`config.mk`:
```
export PLATFORM = sky130hd
export DESIGN_NAME = mbist_march_controller
export DESIGN_NICKNAME = d
export VERILOG_FILES = /design/src/rtl/mbist_march_controller.sv
export SDC_FILE = /design/constraint.sdc
export NUM_CORES = 1
export LEC_CHECK = 0
export CAP_MARGIN = 10
export CORE_AREA = 2 2 53 55
export DETAILED_ROUTE_END_ITERATION = 7
export DIE_AREA = 0 0 55 57
export PLACE_DENSITY = 0.72
export SLEW_MARGIN = 20
export SYNTH_ARGS = -nofsm -noshare
export SYNTH_HDL_FRONTEND = slang
export SYNTH_SLANG_ARGS = --single-unit
```
`constraint.sdc`:
```
create_clock -name clk -period 1.8 [get_ports clk]
set_clock_uncertainty 0.05 [all_clocks]
set_input_delay 0.36 -clock clk [delete_from_list [all_inputs] [get_ports clk]]
set_output_delay 0.36 -clock clk [all_outputs]
set_load 0.02 [all_outputs]
```
`src/rtl/mbist_march_controller.sv`:
```
// March C- sequencer for the MBIST collar: drives address-counter load/step, read/write strobes and
// the data background, and accumulates comparator fails over N_PASS repetitions of the test.
module mbist_march_controller #(
  parameter int N_PASS        = 1,
  parameter int ABORT_ON_FAIL = 0,
  parameter int FAIL_CNT_W    = 8
) (
  input  logic                  clk,
  input  logic                  rst,
  input  logic                  start,
  input  logic                  cout,
  input  logic                  fail_in,
  output logic                  NbarT,
  output logic                  ld,
  output logic                  up_dn,
  output logic                  cnt_en,
  output logic                  rd_en,
  output logic                  wr_en,
  output logic                  wr_data,
  output logic [2:0]            elem_idx,
  output logic                  busy,
  output logic                  done,
  output logic                  fail,
  output logic [FAIL_CNT_W-1:0] fail_cnt
);

  typedef enum logic [2:0] {S_IDLE, S_LOAD, S_OP0, S_OP1, S_NEXT, S_DONE} state_t;

  localparam logic [7:0] LAST_PASS = 8'(N_PASS - 1);
  localparam logic [2:0] LAST_ELEM = 3'd5;

  state_t                state_q, state_d;
  logic [2:0]            elem_q, elem_d;
  logic [7:0]            pass_q, pass_d;
  logic                  fail_q;
  logic [FAIL_CNT_W-1:0] fail_cnt_q;
  logic                  clr_flags;

  // March C- element table: elements 0..2 ascend, 3..5 descend
  function automatic logic elem_up(input logic [2:0] e);
    return (e < 3'd3);
  endfunction

  function automatic logic elem_two_ops(input logic [2:0] e);
    return (e >= 3'd1) && (e <= 3'd4);
  endfunction

  function automatic logic op0_is_read(input logic [2:0] e);
    return (e != 3'd0);
  endfunction

  function automatic logic op0_value(input logic [2:0] e);
    return (e == 3'd2) || (e == 3'd4);
  endfunction

  function automatic logic op1_value(input logic [2:0] e);
    return (e == 3'd1) || (e == 3'd3);
  endfunction

  function automatic logic [FAIL_CNT_W-1:0] sat_inc(input logic [FAIL_CNT_W-1:0] v);
    return (&v) ? v : v + 1'b1;
  endfunction

  always_comb begin
    state_d   = state_q;
    elem_d    = elem_q;
    pass_d    = pass_q;
    clr_flags = 1'b0;
    NbarT     = 1'b0;
    ld        = 1'b0;
    up_dn     = 1'b1;
    cnt_en    = 1'b0;
    rd_en     = 1'b0;
    wr_en     = 1'b0;
    wr_data   = 1'b0;
    busy      = 1'b0;
    done      = 1'b0;
    case (state_q)
      S_IDLE, S_DONE: begin
        done = (state_q == S_DONE);
        if (start) begin
          state_d   = S_LOAD;
          elem_d    = 3'd0;
          pass_d    = 8'd0;
          clr_flags = 1'b1;
        end
      end
      S_LOAD: begin
        NbarT   = 1'b1;
        busy    = 1'b1;
        ld      = 1'b1;
        up_dn   = elem_up(elem_q);
        state_d = S_OP0;
      end
      S_OP0: begin
        NbarT   = 1'b1;
        busy    = 1'b1;
        up_dn   = elem_up(elem_q);
        rd_en   = op0_is_read(elem_q);
        wr_en   = !op0_is_read(elem_q);
        wr_data = op0_value(elem_q);
        state_d = elem_two_ops(elem_q) ? S_OP1 : S_NEXT;
      end
      S_OP1: begin
        NbarT   = 1'b1;
        busy    = 1'b1;
        up_dn   = elem_up(elem_q);
        wr_en   = 1'b1;
        wr_data = op1_value(elem_q);
        state_d = S_NEXT;
      end
      S_NEXT: begin
        NbarT = 1'b1;
        busy  = 1'b1;
        up_dn = elem_up(elem_q);
        if (!cout) begin
          cnt_en  = 1'b1;
          state_d = S_OP0;
        end else if (elem_q < LAST_ELEM) begin
          elem_d  = elem_q + 3'd1;
          state_d = S_LOAD;
        end else if (pass_q < LAST_PASS) begin
          pass_d  = pass_q + 8'd1;
          elem_d  = 3'd0;
          state_d = S_LOAD;
        end else begin
          state_d = S_DONE;
        end
      end
      default: state_d = S_IDLE;
    endcase
    // A failing read ends the test immediately when aborting is enabled
    if ((ABORT_ON_FAIL != 0) && rd_en && fail_in) begin
      state_d = S_DONE;
    end
  end

  // Control and status registers
  always_ff @(posedge clk) begin
    if (rst) begin
      state_q    <= S_IDLE;
      elem_q     <= 3'd0;
      pass_q     <= 8'd0;
      fail_q     <= 1'b0;
      fail_cnt_q <= '0;
    end else begin
      state_q <= state_d;
      elem_q  <= elem_d;
      pass_q  <= pass_d;
      if (clr_flags) begin
        fail_q     <= 1'b0;
        fail_cnt_q <= '0;
      end else if (rd_en && fail_in) begin
        fail_q     <= 1'b1;
        fail_cnt_q <= sat_inc(fail_cnt_q);
      end
    end
  end

  assign elem_idx = elem_q;
  assign fail     = fail_q;
  assign fail_cnt = fail_cnt_q;

endmodule

```
# Yosys cells after proc, flatten, opt, wreduce, memory -nomap -nowiden
# Cells that the tools add are included.
# word_totals
input_bits	5
reg_bits	23
elab_cells	70
# op_classes
reduce_logical	15
n_lt_le_gt_ge	5
mux	27
n_addsub	3
eq_ne	14
bitwise_logic	1
# op_table
op	n
8-bit 2-to-1 mux	4
3-bit 2-to-1 mux	9
8-bit by 1-bit adder with 8-bit output, second input constant	2
8-bit case mux with 2 select lines	1
3-bit case mux with 5 select lines	1
3-bit by 2-bit equality test with 1-bit output, second input constant	4
3-bit equality test, second input constant	3
1-bit 2-to-1 mux	9
8-bit by 1-bit < comparator with 1-bit output, second input constant	1
2-bit != test, second input constant	4
8-bit AND reduction	1
3-bit by 1-bit equality test with 1-bit output, second input constant	2
3-bit case mux with 2 select lines	1
5-bit AND reduction	1
1-bit case mux with 2 select lines	2
4-bit AND reduction	1
2-bit OR reduction	2
4-bit OR reduction	1
3-bit by 1-bit adder with 3-bit output, second input constant	1
3-bit by 1-bit >= comparator with 1-bit output, second input constant	1
3-bit <= comparator, second input constant	1
3-bit logical NOT	1
3-bit by 2-bit < comparator with 1-bit output, second input constant	1
3-bit < comparator, second input constant	1
8 further kinds	10

# Depth between registers and ports, before layout
# logic_depth
ltp_word	5
mapped_depth	7
mapped_depth_nobuf	6

# Worst setup path before layout
# No wires, ideal clock.
# synth_path
kind	reg-to-reg
startpoint	register elem_q[0] (netlist: elem_idx[0])
endpoint	register fail_cnt_q[6] (netlist: fail_cnt[6])
arrival_time_ns	1.846
synth_period_minus_slack_ns	1.965
path_slack_ns	-0.165
required_ns	1.680
setup_ns	0.070
stages_incl_launch_ff	7
path_buffers	0
path_cell_list	dfxtp_1 inv_1 ha_1 or2b_4 nand4_4 or4_1 a21oi_1
# synth_between
elab_chain_cells	4
# synth_rtl
element	line	source
from (decl)	33	logic [2:0] elem_q, elem_d;
from (signal assigned)	148	elem_q <= elem_d;
3-bit nonzero test	49	return (e != 3'd0);
1-bit 2-to-1 mux	78	case (state_q)
1-bit logical AND	153	end else if (rd_en && fail_in) begin
2-bit AND reduction (no line)	-	
to (signal assigned)	155	fail_cnt_q <= sat_inc(fail_cnt_q);
to (decl)	36	logic [FAIL_CNT_W-1:0] fail_cnt_q;
# Every way passes these cells.
# A chain may end at the register's enable or synchronous reset.

# Worst setup path in the final report
# layout_path
startpoint	register elem_q[0] (netlist: elem_idx[0])
endpoint	output wr_data
# layout_between
elab_chain_cells	3
elab_cells_between_ends	7
# layout_rtl
element	line	source
3-bit by 1-bit equality test with 1-bit output, or another cell as far along	57	return (e == 3'd1) || (e == 3'd3);
1-bit logical OR, on equally long branches	57, 53	
1-bit case mux with 2 select lines *	78	
to (decl)	19	output logic wr_data,
# Mark *: on every way between the ends. The rest lies on a longest branch, timed or not.

==> out/qor.yml <==
die:
  initial_core_util_pct: 40.9
  row_count: 19
  die_x_um: 55
  die_area_mm2: 0.00314
  die_height_um: 57
  ios: 26
  coreArea_mm2: 0.00262
sta:
  setup_viol: 5
  fin_crit_ns: 1.94
  hold_viol: 0
  finalCritPeriodShare_pct: 108
  max_clock_freq_mhz: 515
  rsz0062_at_grt: "true"
  timing.final.ws_setup_ns: -0.140
  finalMaxSlewViolations: 0
  slew_headroom_pct: 74.5
  worst_pin_slew_ns: 0.382
worst_hold_path:
  hold_start: "fail"
  whs_path_depth: 2
  hold_class: "flop to flop"
  hold_end: "fail"
final_layout:
  final_layout_size_suffix_gt1_share_pct: 43.2
  final_nets: 194
  final_cells: 214
  fin_area_mm2: 0.00179
  antennaDiodeCount: 0
  synthToLayoutAreaGrowth_pct: 67.6
global_route:
  grt_max_degree: 11
  gr-usage-all-layers_pct: 20.5
  grt-ovfl-total: 0
  antenna_found_initial: 0
  grt_pass1_vias: 1170
  grt_pass1_wl_mm: 4.91
route:
  wl_per_cell_um: 14.7
  drc_errors: 0
  vias_per_cell: 5.49
  ant_nets: 0
  first_pass_iters: 4
  drt_iter0_drc: 26
  wirelength_mm: 3.15
  dr_total_vias: 1174
setup_path:
  critPathRequiredTime_ns: 1.39
  worst_setup_path_start_kind: "flop"
  crit_chain: "inv_4, buf_6, ha_4, mux2i_1, nor2_1, a31oi_1, nor2_1, buf_4"
  worstPathMaxFanout: 2
  rr_startpoint: "elem_idx[1]"
  cp_slowest_cell: "dfxtp_4"
  crit_cells: 8
  reg2reg_slack_ns: -0.06
  critPathTopFamily: "flip-flops"
  cp_common_cell: "nor2_1"
  cp_num_buf_inv: 3
  reg2reg_depth: 8
  cpPeakStageDelay_ns: 0.37
  end_kind: "primary output"
  arrival_ns: 1.53
  critPathKind: "flop to primary output"
  r2r_end: "fail_cnt[7]"
cts:
  holdBufCountCts: 0
  cts_tree: "yes"
  clock_path_buffers: 2
  cts.sinks: 15
  htree_levels: 1
  clk_latency_ns: 0.28
  cts_inserted_buffers: 3
  cts_root_buf: "clkbuf_4"
  path_clk_slew_ns: 0.09
placed_design:
  hpwl_mm: 2.16
  gp_congestion: 0.783
  place_inst: 204
  placed_cell_area_mm2: 0.00154
  place.port_buffers: 25
synthesis:
  synthArstFlopShare_pct: 0
  syn_inst: 124
  yosysUniqueCellTypes: 47
  synth_top_cell_area_share_pct: 28.1
  synth_edf_count: 0
  netlist_area_mm2: 0.00107
  synth_area_leaders: "dfxtp_1 (28%), a21oi_1 (6.1%), ha_1 (5.9%)"
  yosys_warnings: 0
  post-synth-top-count-cell: "dfxtp_1"
  syn-num-nets: 134
  ys_ff_latch: 15
  seq_area_frac_synth_pct: 28.1
  yosys.area.top_type: "dfxtp_1"
  synth_common_cells: "dfxtp_1 (15), a21oi_1 (13), nor2_1 (9)"
  avgSynthCellArea_um2: 8.62
  synth_flop_cell: "dfxtp_1"
run:
  drv_cap: 0
outcome:
  violations: "negative setup slack"
  status: "finished, violations left"
power:
  ir_drop_v: 0.000388
  power.leakage_uw: 0.000784
  powerDensity_mw_per_mm2: 465
[registers in the layout, summed over array words and instances (netlist names)]
name	cells
fail_cnt	8
elem_idx	3
state_q	3
fail	1
[per-layer routing]
| layer | wire length (um) | vias up | GRT usage (%) |
|---|---|---|---|
| met5 | 0 | - | 0 |
| met3 | 97 | 4 | 3.93 |
| li1 | - | 587 | - |
| met4 | 39 | 0 | 7.32 |
| met2 | 1750 | 20 | 36.7 |
| met1 | 1260 | 563 | 23.3 |
[repair_timing]
action,4_1_cts,5_1_grt
cloned,1,0
pin swaps,3,16
resized for setup,45,33
buffers inserted,2,3
setup endpoints to repair,16,17
endpoints found under the hold margin,0,0
[worst min-delay path, cell delays in order (launching register included)]
cell	delay, ns
dfxtp_1	0.35
nor2_1	0.05
nor2_1	0.07
[power breakdown]
part	internal (uW)	switching [uW]
clock	85.8	108
combinational	148	139
sequential	340	10.5
total	574	258
[stage by stage]
step	hold slack [ns]	TNS [ns]	setup WS, ns	util [%]	power [uW]
4_1_cts	0.447	-0.181	-0.176	62.6	814
3_3_place_gp	0.411	-1.36	-0.434	58.9	608
3_5_place_dp	0.421	-1.81	-0.488	58.9	615
5_1_grt	0.487	-0.894	-0.229	68.5	876
2_1_floorplan	0.379	0	0.0295	-	499
6_report	0.442	-0.420	-0.140	68.5	832
[placed cells by master, fill, tap and decap left out, types with 2 or more instances in the layout]
master	instances
buf_4	31
a21oi_1	10
nor2_1	9
dfxtp_1	9
clkdlybuf4s50_1	9
buf_6	9
nand2_1	7
nand3_1	6
dfxtp_2	5
dlymetal6s2s_1	5
inv_1	4
dlygate4sd2_1	4
a21oi_2	3
or4_4	3
o21ai_0	3
or4_1	3
ha_1	3
clkbuf_4	3
inv_4	2
nor3_2	2
mux2i_1	2
a31oi_1	2
a21o_1	2
nand4_4	2
o21ai_1	2
nor2b_1	2
or3_1	2
nand2b_1	2
o31ai_1	2
o41ai_4	2
ha_4	2
[cell families after synthesis]
group                      Yosys count  synth area share [%]
AOI/OAI and AO/OA                   37                  23.8
xor gates and xnor gates             2                  1.64
and+or+nand+nor                     50                  30.9
muxes                                2                  1.87
DFF                                 15                  28.1
adders and majority gates            5                  5.85
buffers and inverters               13                  7.84
[cell type report]
class	count	area, um2
clock buffer	4	26.3
fill	213	825
inverter	6	27.5
multi-input combinational	97	840
sequential	15	310
tap	31	38.8
timing repair buffer	61	548
[worst max-delay path by stage]
stage,startpoint,to
finish,elem_idx[0],wr_data
global placement,cout,cnt_en
detailed placement,cout,cnt_en
global route,elem_idx[0],wr_data
CTS,elem_idx[0],wr_data
floorplan,elem_idx[1],fail_cnt[6]
(Power assumes the default switching activity.)
